===== src/rtl/prog_sync_fifo.sv =====
// Single-clock FIFO with fill level, almost-full/empty thresholds and sticky error flags.
// Define PROG_SYNC_FIFO_FWFT_EN for first-word-fall-through reads; the default is a registered read.
module prog_sync_fifo #(
  parameter int DATA_WIDTH = 8,
  parameter int MEM_DEPTH  = 8,
  parameter int AF_LEVEL   = MEM_DEPTH - 2,
  parameter int AE_LEVEL   = 1,
  localparam int ADDR_WIDTH = $clog2(MEM_DEPTH)
) (
  input  logic                  CLK,
  input  logic                  RST,
  input  logic                  W_INC,
  input  logic [DATA_WIDTH-1:0] WR_DATA,
  input  logic                  R_INC,
  input  logic                  ERR_CLR,
  output logic [DATA_WIDTH-1:0] RD_DATA,
  output logic                  FULL,
  output logic                  EMPTY,
  output logic                  ALMOST_FULL,
  output logic                  ALMOST_EMPTY,
  output logic [ADDR_WIDTH:0]   FILL_LVL,
  output logic                  OVERFLOW,
  output logic                  UNDERFLOW
);

  localparam logic [ADDR_WIDTH:0] LP_ONE = (ADDR_WIDTH+1)'(1);
  localparam logic [ADDR_WIDTH:0] LP_AF  = (ADDR_WIDTH+1)'(AF_LEVEL);
  localparam logic [ADDR_WIDTH:0] LP_AE  = (ADDR_WIDTH+1)'(AE_LEVEL);

  logic [DATA_WIDTH-1:0] r_mem [MEM_DEPTH];
  logic [ADDR_WIDTH:0]   r_wptr;
  logic [ADDR_WIDTH:0]   r_rptr;
  logic [ADDR_WIDTH:0]   r_fill;
  logic                  r_full;
  logic                  r_empty;
  logic                  r_af;
  logic                  r_ae;
  logic                  r_ovf;
  logic                  r_udf;

  logic                  w_wr_acc;
  logic                  w_rd_acc;
  logic [ADDR_WIDTH:0]   w_wptr_nxt;
  logic [ADDR_WIDTH:0]   w_rptr_nxt;
  logic [ADDR_WIDTH:0]   w_fill_nxt;
  logic                  w_full_nxt;
  logic                  w_empty_nxt;

  // Acceptance uses the registered flags, so a rejected access never moves state.
  always_comb begin
    w_wr_acc   = W_INC & ~r_full;
    w_rd_acc   = R_INC & ~r_empty;
    w_wptr_nxt = w_wr_acc ? (r_wptr + LP_ONE) : r_wptr;
    w_rptr_nxt = w_rd_acc ? (r_rptr + LP_ONE) : r_rptr;
    w_fill_nxt = r_fill;
    unique case ({w_wr_acc, w_rd_acc})
      2'b10:   w_fill_nxt = r_fill + LP_ONE;
      2'b01:   w_fill_nxt = r_fill - LP_ONE;
      default: w_fill_nxt = r_fill;
    endcase
    w_empty_nxt = (w_wptr_nxt == w_rptr_nxt);
    w_full_nxt  = (w_wptr_nxt[ADDR_WIDTH] != w_rptr_nxt[ADDR_WIDTH]) &&
                  (w_wptr_nxt[ADDR_WIDTH-1:0] == w_rptr_nxt[ADDR_WIDTH-1:0]);
  end

  always_ff @(posedge CLK) begin
    if (RST) begin
      r_wptr  <= '0;
      r_rptr  <= '0;
      r_fill  <= '0;
      r_full  <= 1'b0;
      r_empty <= 1'b1;
      r_af    <= 1'b0;
      r_ae    <= 1'b1;
      r_ovf   <= 1'b0;
      r_udf   <= 1'b0;
    end else begin
      r_wptr  <= w_wptr_nxt;
      r_rptr  <= w_rptr_nxt;
      r_fill  <= w_fill_nxt;
      r_full  <= w_full_nxt;
      r_empty <= w_empty_nxt;
      r_af    <= (w_fill_nxt >= LP_AF);
      r_ae    <= (w_fill_nxt <= LP_AE);
      // A fresh error outranks a clear in the same cycle.
      r_ovf   <= (W_INC & r_full)  | (r_ovf & ~ERR_CLR);
      r_udf   <= (R_INC & r_empty) | (r_udf & ~ERR_CLR);
    end
  end

  always_ff @(posedge CLK) begin
    if (!RST && w_wr_acc) begin
      r_mem[r_wptr[ADDR_WIDTH-1:0]] <= WR_DATA;
    end
  end

`ifdef PROG_SYNC_FIFO_FWFT_EN
  // Head word is presented straight from storage; R_INC only advances the pointer.
  assign RD_DATA = r_mem[r_rptr[ADDR_WIDTH-1:0]];
`else
  logic [DATA_WIDTH-1:0] r_rd_data;

  always_ff @(posedge CLK) begin
    if (RST) begin
      r_rd_data <= '0;
    end else if (w_rd_acc) begin
      r_rd_data <= r_mem[r_rptr[ADDR_WIDTH-1:0]];
    end
  end

  assign RD_DATA = r_rd_data;
`endif

  assign FULL         = r_full;
  assign EMPTY        = r_empty;
  assign ALMOST_FULL  = r_af;
  assign ALMOST_EMPTY = r_ae;
  assign FILL_LVL     = r_fill;
  assign OVERFLOW     = r_ovf;
  assign UNDERFLOW    = r_udf;

endmodule


===== config.mk =====
export PLATFORM = sky130hd
export DESIGN_NAME = prog_sync_fifo
export DESIGN_NICKNAME = d
export VERILOG_FILES = /design/src/rtl/prog_sync_fifo.sv
export SDC_FILE = /design/constraint.sdc
export NUM_CORES = 1
export LEC_CHECK = 0
export BUFFER_PORTS_ARGS = -buffer_cell sky130_fd_sc_hd__buf_2
export CORE_MARGIN = 4
export CORE_UTILIZATION = 24
export CTS_BUF_LIST = sky130_fd_sc_hd__clkbuf_8
export DETAILED_ROUTE_END_ITERATION = 10
export PLACE_DENSITY = 0.36
export SLEW_MARGIN = 20
export SYNTH_ARGS = -nofsm -noshare
export SYNTH_HDL_FRONTEND = slang
export SYNTH_SLANG_ARGS = --single-unit

===== constraint.sdc =====
create_clock -name CLK -period 6 [get_ports CLK]
set_input_delay 0.6 -clock CLK [delete_from_list [all_inputs] [get_ports CLK]]
set_output_delay 0.6 -clock CLK [all_outputs]
set_load 0.05 [all_outputs]

After elaboration in Yosys (flattened, before gate mapping)
Memory sizes are Yosys's and may differ from the RTL's. A register that Yosys moved wholly into a read port is not among the register bits.
Cells that the tools add are included.
{"block": "word_totals", "register_bits": 18, "latchBits": 0, "ram_bits": 64, "mem_bits_ro": 0, "in_bits": 13, "out_inout_bits": 18, "elab_cells": 40, "n_memories": 1}
{"name": "r_mem", "words": 8, "word_bits": 8, "read_ports": 1, "rd_ports_with_merged_regs": 1, "wr": 1, "line": "30", "source": "logic [DATA_WIDTH-1:0] r_mem [MEM_DEPTH];"}
{"block": "op_classes", "addsub": 4, "n_mul": 0, "div": 0, "magnitude_cmp": 2, "n_eq_ne": 5, "n_shift": 0, "muxes": 5, "n_bitwise": 11, "reduce_logical": 3}
{"operator": "adder 4 x 1 -> 4 bit, second input constant", "count": 3}
{"operator": "two-way mux 4 bit", "count": 2}
{"operator": "one-hot mux 4 bit (2 select lines)", "count": 1}
{"operator": "AND 1 bit", "count": 6}
{"operator": "== test 4 bit", "count": 1}
{"operator": "greater-or-equal comparator 4 x 3 -> 1 bit, second input constant", "count": 1}
{"operator": "less-or-equal comparator 4 x 1 -> 1 bit, second input constant", "count": 1}
{"operator": "subtractor 4 x 1 -> 4 bit, second input constant", "count": 1}
{"operator": "== test 3 bit", "count": 1}
{"operator": "NOT 1 bit", "count": 3}
{"operator": "== test 2 x 1 -> 1 bit, second input constant", "count": 1}
{"operator": "== test 2 bit, second input constant", "count": 1}
{"operator": "logical AND 1 bit", "count": 2}
{"operator": "two-way mux 1 bit", "count": 2}
{"operator": "bitwise OR 1 bit", "count": 2}
{"operator": "logical NOT 1 bit", "count": 1}
{"operator": "inequality test 1 bit", "count": 1}

Depth between registers and ports, before layout
{"block": "logic_depth", "ltp_word": 5, "depth_mapped": 10, "mapped_depth_nobuf": 9}

Worst setup path before layout
OpenSTA, ideal clock, no wires.
{"block": "synth_timing", "path_type": "register -> register", "start": "reg r_empty (netlist: EMPTY)", "end": "reg r_af (netlist: ALMOST_FULL)", "setup_ns": 0.122, "arrival_ns": 2.672, "t_required_ns": 5.878, "slack_ns": 3.206, "path_stages_with_launch": 10, "n_path_buf": 2, "period_less_slack_ns": 2.794, "path_cell_list": "dfxtp_1 > and2b_1 > buf_4 > clkbuf_1 > ha_1 > nor4b_1 > a31oi_1 > a21oi_1 > mux2_4 > a311o_1"}
{"block": "synth_via", "elab_chain_len": 5, "word_cells_on_any_way": 6, "cone_classes": "order compare: 1; eq/ne: 2; mux: 1; bitwise: 2"}
{"element": "start, declared", "line": "35", "source": "logic r_empty;"}
{"element": "start signal, assigned", "line": "82", "source": "r_empty <= w_empty_nxt;"}
{"element": "NOT 1 bit *", "line": "52", "source": "w_rd_acc = R_INC & ~r_empty;"}
{"element": "AND 1 bit *", "line": "52"}
{"element": "== test 2 x 1 -> 1 bit / == test 2 bit (equally long branches)", "line": "56", "source": "unique case ({w_wr_acc, w_rd_acc})"}
{"element": "one-hot mux 4 bit (2 select lines) *", "line": "56"}
{"element": "greater-or-equal comparator 4 x 3 -> 1 bit *", "line": "83", "source": "r_af <= (w_fill_nxt >= LP_AF);"}
{"element": "end signal, assigned", "line": "83"}
{"element": "end, declared", "line": "36", "source": "logic r_af;"}
Every way passes the cells marked *; elsewhere a longest branch is shown, timed or not.
A chain may end at the register's enable or synchronous reset.

Worst setup path after layout
Ends and elaborated chain as after synthesis.

==> run summary <==
The routability-driven placement congestion ratio is between 0.6 and 0.7. The critical path goes through and2b_1, ha_1, nor4b_1, a31oi_1, a21oi_1, mux2_4, a311o_1. The largest buffer count on any clock path came out at 2. Setup repair after global routing left no endpoint under its margin. The tree is rooted in a clkbuf_8. The launching element of the worst setup path is EMPTY$_SDFF_PP1_. VDD sags by at most ~0.11 mV. Cells fill roughly 28% of the core in the end. STA classifies the critical path startpoint as a flip-flop. The number of inserted diodes came out at 0. The standard cell core area is approximately 15,000 µm². The hold violation count in the final report came to 0. The final antenna-violating net count came out at 0. The post-cts gate resize count is 0.

The worst max-slew margin expressed relative to the limit came out at 32.9%. The net count of the mapped netlist came out at about 240. Global routing used 9.26% of the available tracks across all layers. On the critical path, the stage with the largest delay is an instance of and2b_1.

The sequential cell area fraction in the yosys report is around two thirds. The endpoint identified for the worst register-to-register timing path is ALMOST_FULL$_SDFF_PP0_. The sum of negative setup slack came out at 0 ns.

The ratio of total power to cell area came out at 347 nW/µm². During synthesis, Yosys emitted a total of 0 warnings. TritonCTS built the clock tree.

Clock-pin slew was measured on the worst setup and hold paths at 0.09 ns. The worst path required time is 6.26 ns. The post-route clock period utilization came out at roughly 45%. The class of the most critical hold timing path is flip-flop to flip-flop. Following the worst setup path forward leads to its endpoint at ALMOST_FULL$_SDFF_PP0_. After detailed routing, the number of remaining DRC violations is 0. The final layout net count came out at about 270. The area share of the leading cell type in the synthesized netlist is 53.9%. The setup slack on the worst flop-to-flop path came out at roughly 3.3 ns. The startpoint of the worst register-to-register path is EMPTY$_SDFF_PP1_.

The final layout contains routed wiring with a total length of between 7000 and 8000 µm. The total of flip-flops plus latches after synthesis came out at 90. In this run the most critical hold path is launched from RD_DATA[1]$_SDFFE_PP0P_. The clock period minus worst slack is 2.67 ns. The worst-path maximum fanout is 23. The post-synthesis instance total is 220. The transition time at the pin with the least slew margin came out at ~1 ns. The worst setup path is of the flip-flop to flip-flop kind. The detailed router finished its first iteration with a little under 80 violations. The number of violations of the max-capacitance limit came out at 0.

Pin placement for this block handled 31 I/O pins. After detailed routing, the average wire length per cell comes to between 15 and 20 µm. The total number of clock tree sinks came out at 90. The largest net degree at the start of global routing came out at 29.

Sorting the synthesized cells by area gives the leading types as edfxtp_1 (54%), dfxtp_1 (15%), mux4_2 (10%). The HPWL after detailed placement is around 4600 µm. The number of placement rows is 44. The number of antenna violations at the first check in global routing is 0. A synthesized cell averages about 16 µm².

The first-pass iteration count of the detailed router came out at 4. The count of buffers from port buffering is 30. In this run the static leakage power is between 0.001 and 0.0015 µW. The netlist uses 34 different library cells. At the worst endpoint, the arrival time is 2.93 ns.

The H-tree level count is 3. The worst register-to-register path has a depth of 7. The initial standard-cell utilization of the core came out at 24.5%. The die covers 16,900 µm². The largest total area in the synthesized netlist belongs to edfxtp_1. Static timing analysis puts the maximum clock frequency at 374 MHz. The final route contains 1,843 vias. For the worst-skew pair, the clock arrives at the later sink with an insertion delay of approximately 0.36 ns. After detailed routing, the number of vias per cell comes to between 4 and 5.

Of the cells placed in the final design, the portion with a size suffix greater than 1 is around 26%. The count of pins over their slew limit is 0. The die extent in x came out at approximately 130 µm. The flow ran to the end, and the final reports show no timing, DRC or antenna violations. Hold repair after CTS inserted 0 buffers. The mapped cell area is about 3600 µm². The leftover overflow at the end of global routing is 0.

On the worst path, the slowest cell contributes a delay of approximately 0.7 ns. The number of setup buffers added after CTS is 0. The hold-critical path depth is 2. The y dimension of the die is ~130 µm. The CTS buffer count came out at 9. The number of global-route vias before repair came to around 1,900.

The area added between synthesis and finish is 14.8%. The final number of setup-violating endpoints is 0. The first global-routing pass estimated approximately 11,000 µm of wire. STA classifies the critical path endpoint as a flip-flop.

The worst-case clock skew came out at ~0.0096 ns.
-- power breakdown --
group,internal [µW],switching (µW),total [µW],leakage [µW]
Sequential,697,26.9,724,0.000791
Combinational,94.5,170,265,0.000461
Clock,199,233,433,0.000104
-- worst min path at each step --
stage / to
after floorplan: r_rptr[3]$_SDFF_PP0_
after global placement: OVERFLOW$_SDFF_PP0_
after detailed placement: RD_DATA[7]$_SDFFE_PP0P_
after CTS: r_mem[5][6]$_DFFE_PP_
after global routing: r_mem[0][2]$_DFFE_PP_
final: RD_DATA[1]$_SDFFE_PP0P_
-- critical path, delay by kind of cell, from the launching register on --
family / cells / cell delay [ns]
and+or+nand+nor: 2 / 0.94
AOI/OAI and AO/OA: 3 / 0.62
DFF: 1 / 0.34
adders and majority gates: 1 / 0.34
muxes: 1 / 0.33
-- cells in the mapped netlist --
| library cell | instances |
|---|---|
| nor4bb_1 | 1 |
| or3_1 | 2 |
| xor2_1 | 4 |
| buf_2 | 5 |
| clkbuf_1 | 4 |
| inv_1 | 3 |
| edfxtp_1 | 64 |
| mux4_2 | 16 |
| nor3_1 | 5 |
| nor4b_1 | 2 |
| nand2_1 | 2 |
| nor2_1 | 27 |
| dfxtp_1 | 26 |
| a31oi_1 | 1 |
| ha_1 | 4 |
| o21a_1 | 1 |
| nand4_1 | 1 |
| a22o_1 | 1 |
| nand4b_1 | 1 |
| nor2b_1 | 1 |
| buf_6 | 1 |
| and2b_1 | 1 |
| nand3_1 | 1 |
| buf_4 | 3 |
| a41o_1 | 1 |
| mux2_4 | 1 |
| a311o_1 | 1 |
| a21oi_1 | 3 |
| a22oi_1 | 2 |
| nand2b_1 | 4 |
| a211oi_1 | 8 |
| xnor2_1 | 10 |
| nand3b_1 | 2 |
| mux2i_1 | 11 |
-- cells in the final DEF, fill, tap and decap left out, drive strengths merged --
| cell | instances |
|---|---|
| a311o | 1 |
| nor2b | 1 |
| xor2 | 4 |
| a41o | 1 |
| xnor2 | 10 |
| and2b | 1 |
| mux2 | 1 |
| a21oi | 3 |
| a22o | 1 |
| bufinv | 1 |
| clkinv | 2 |
| nor4b | 2 |
| buf | 31 |
| mux4 | 16 |
| nand3 | 1 |
| nor4bb | 1 |
| nand3b | 2 |
| clkbuf | 9 |
| inv | 7 |
| nor3 | 5 |
| mux2i | 11 |
| nand4b | 1 |
| a211oi | 8 |
| nor2 | 27 |
| ha | 4 |
| edfxtp | 64 |
| nand2b | 4 |
| a31oi | 1 |
| or3 | 2 |
| nand4 | 1 |
| dfxtp | 26 |
| o21a | 1 |
| nand2 | 2 |
| a22oi | 2 |
-- state kept, by name, indices dropped and copies added, names as in the netlist --
name and cells:
FULL 1, EMPTY 1, FILL_LVL 4, ALMOST_FULL 1, OVERFLOW 1, RD_DATA 8, r_mem 64, UNDERFLOW 1
r_rptr 4, r_wptr 4, ALMOST_EMPTY 1
-- metal layers --
metal,share of wire [%],vias up,GRT usage (%)
met2,47,31,14.7
li1,-,903,-
met1,46,899,11.8
met3,4.0,10,2.29
met4,2.3,0,4.77
met5,0,-,0
-- stage by stage --
| stage | power (µW) | hold WS (ns) | worst slack (ns) | std cells | instance area [µm²] |
|---|---|---|---|---|---|
| 6_report | 1420 | 0.499 | 3.33 | 438 | 4090 |
| 5_1_grt | 1500 | 0.507 | 3.02 | 438 | 4090 |
| 4_1_cts | 1450 | 0.484 | 3.28 | 438 | 4090 |
| 3_5_place_dp | 1010 | 0.491 | 2.98 | 422 | 3890 |
| 3_3_place_gp | 1010 | 0.478 | 3.01 | 422 | 3890 |
| 2_1_floorplan | 948 | 0.487 | 3.21 | 220 | 3570 |
-- kinds of logic (layout without fill, tap and decap cells) --
group | after synthesis | count (layout) | share of synthesized area (%)
compound gates | 18 | 18 | 3.72
flops | 90 | 90 | 68.5
simple gates | 50 | 50 | 6.95
fa+ha+maj | 4 | 4 | 1.40
xor+xnor | 14 | 14 | 3.44
buf+inv | 16 | 50 | 2.39
mux | 28 | 28 | 13.6
-- cell type report --
cell class,count,area [µm²]
Inverter,3,11.3
Clock inverter,7,80.1
Multi-Input combinational cell,114,1050
Sequential cell,90,2440
Fill cell,1482,10400
Tap cell,184,230
Clock buffer,9,124
Timing Repair Buffer,31,158
No activity file was read; power rests on OpenSTA's default activity.
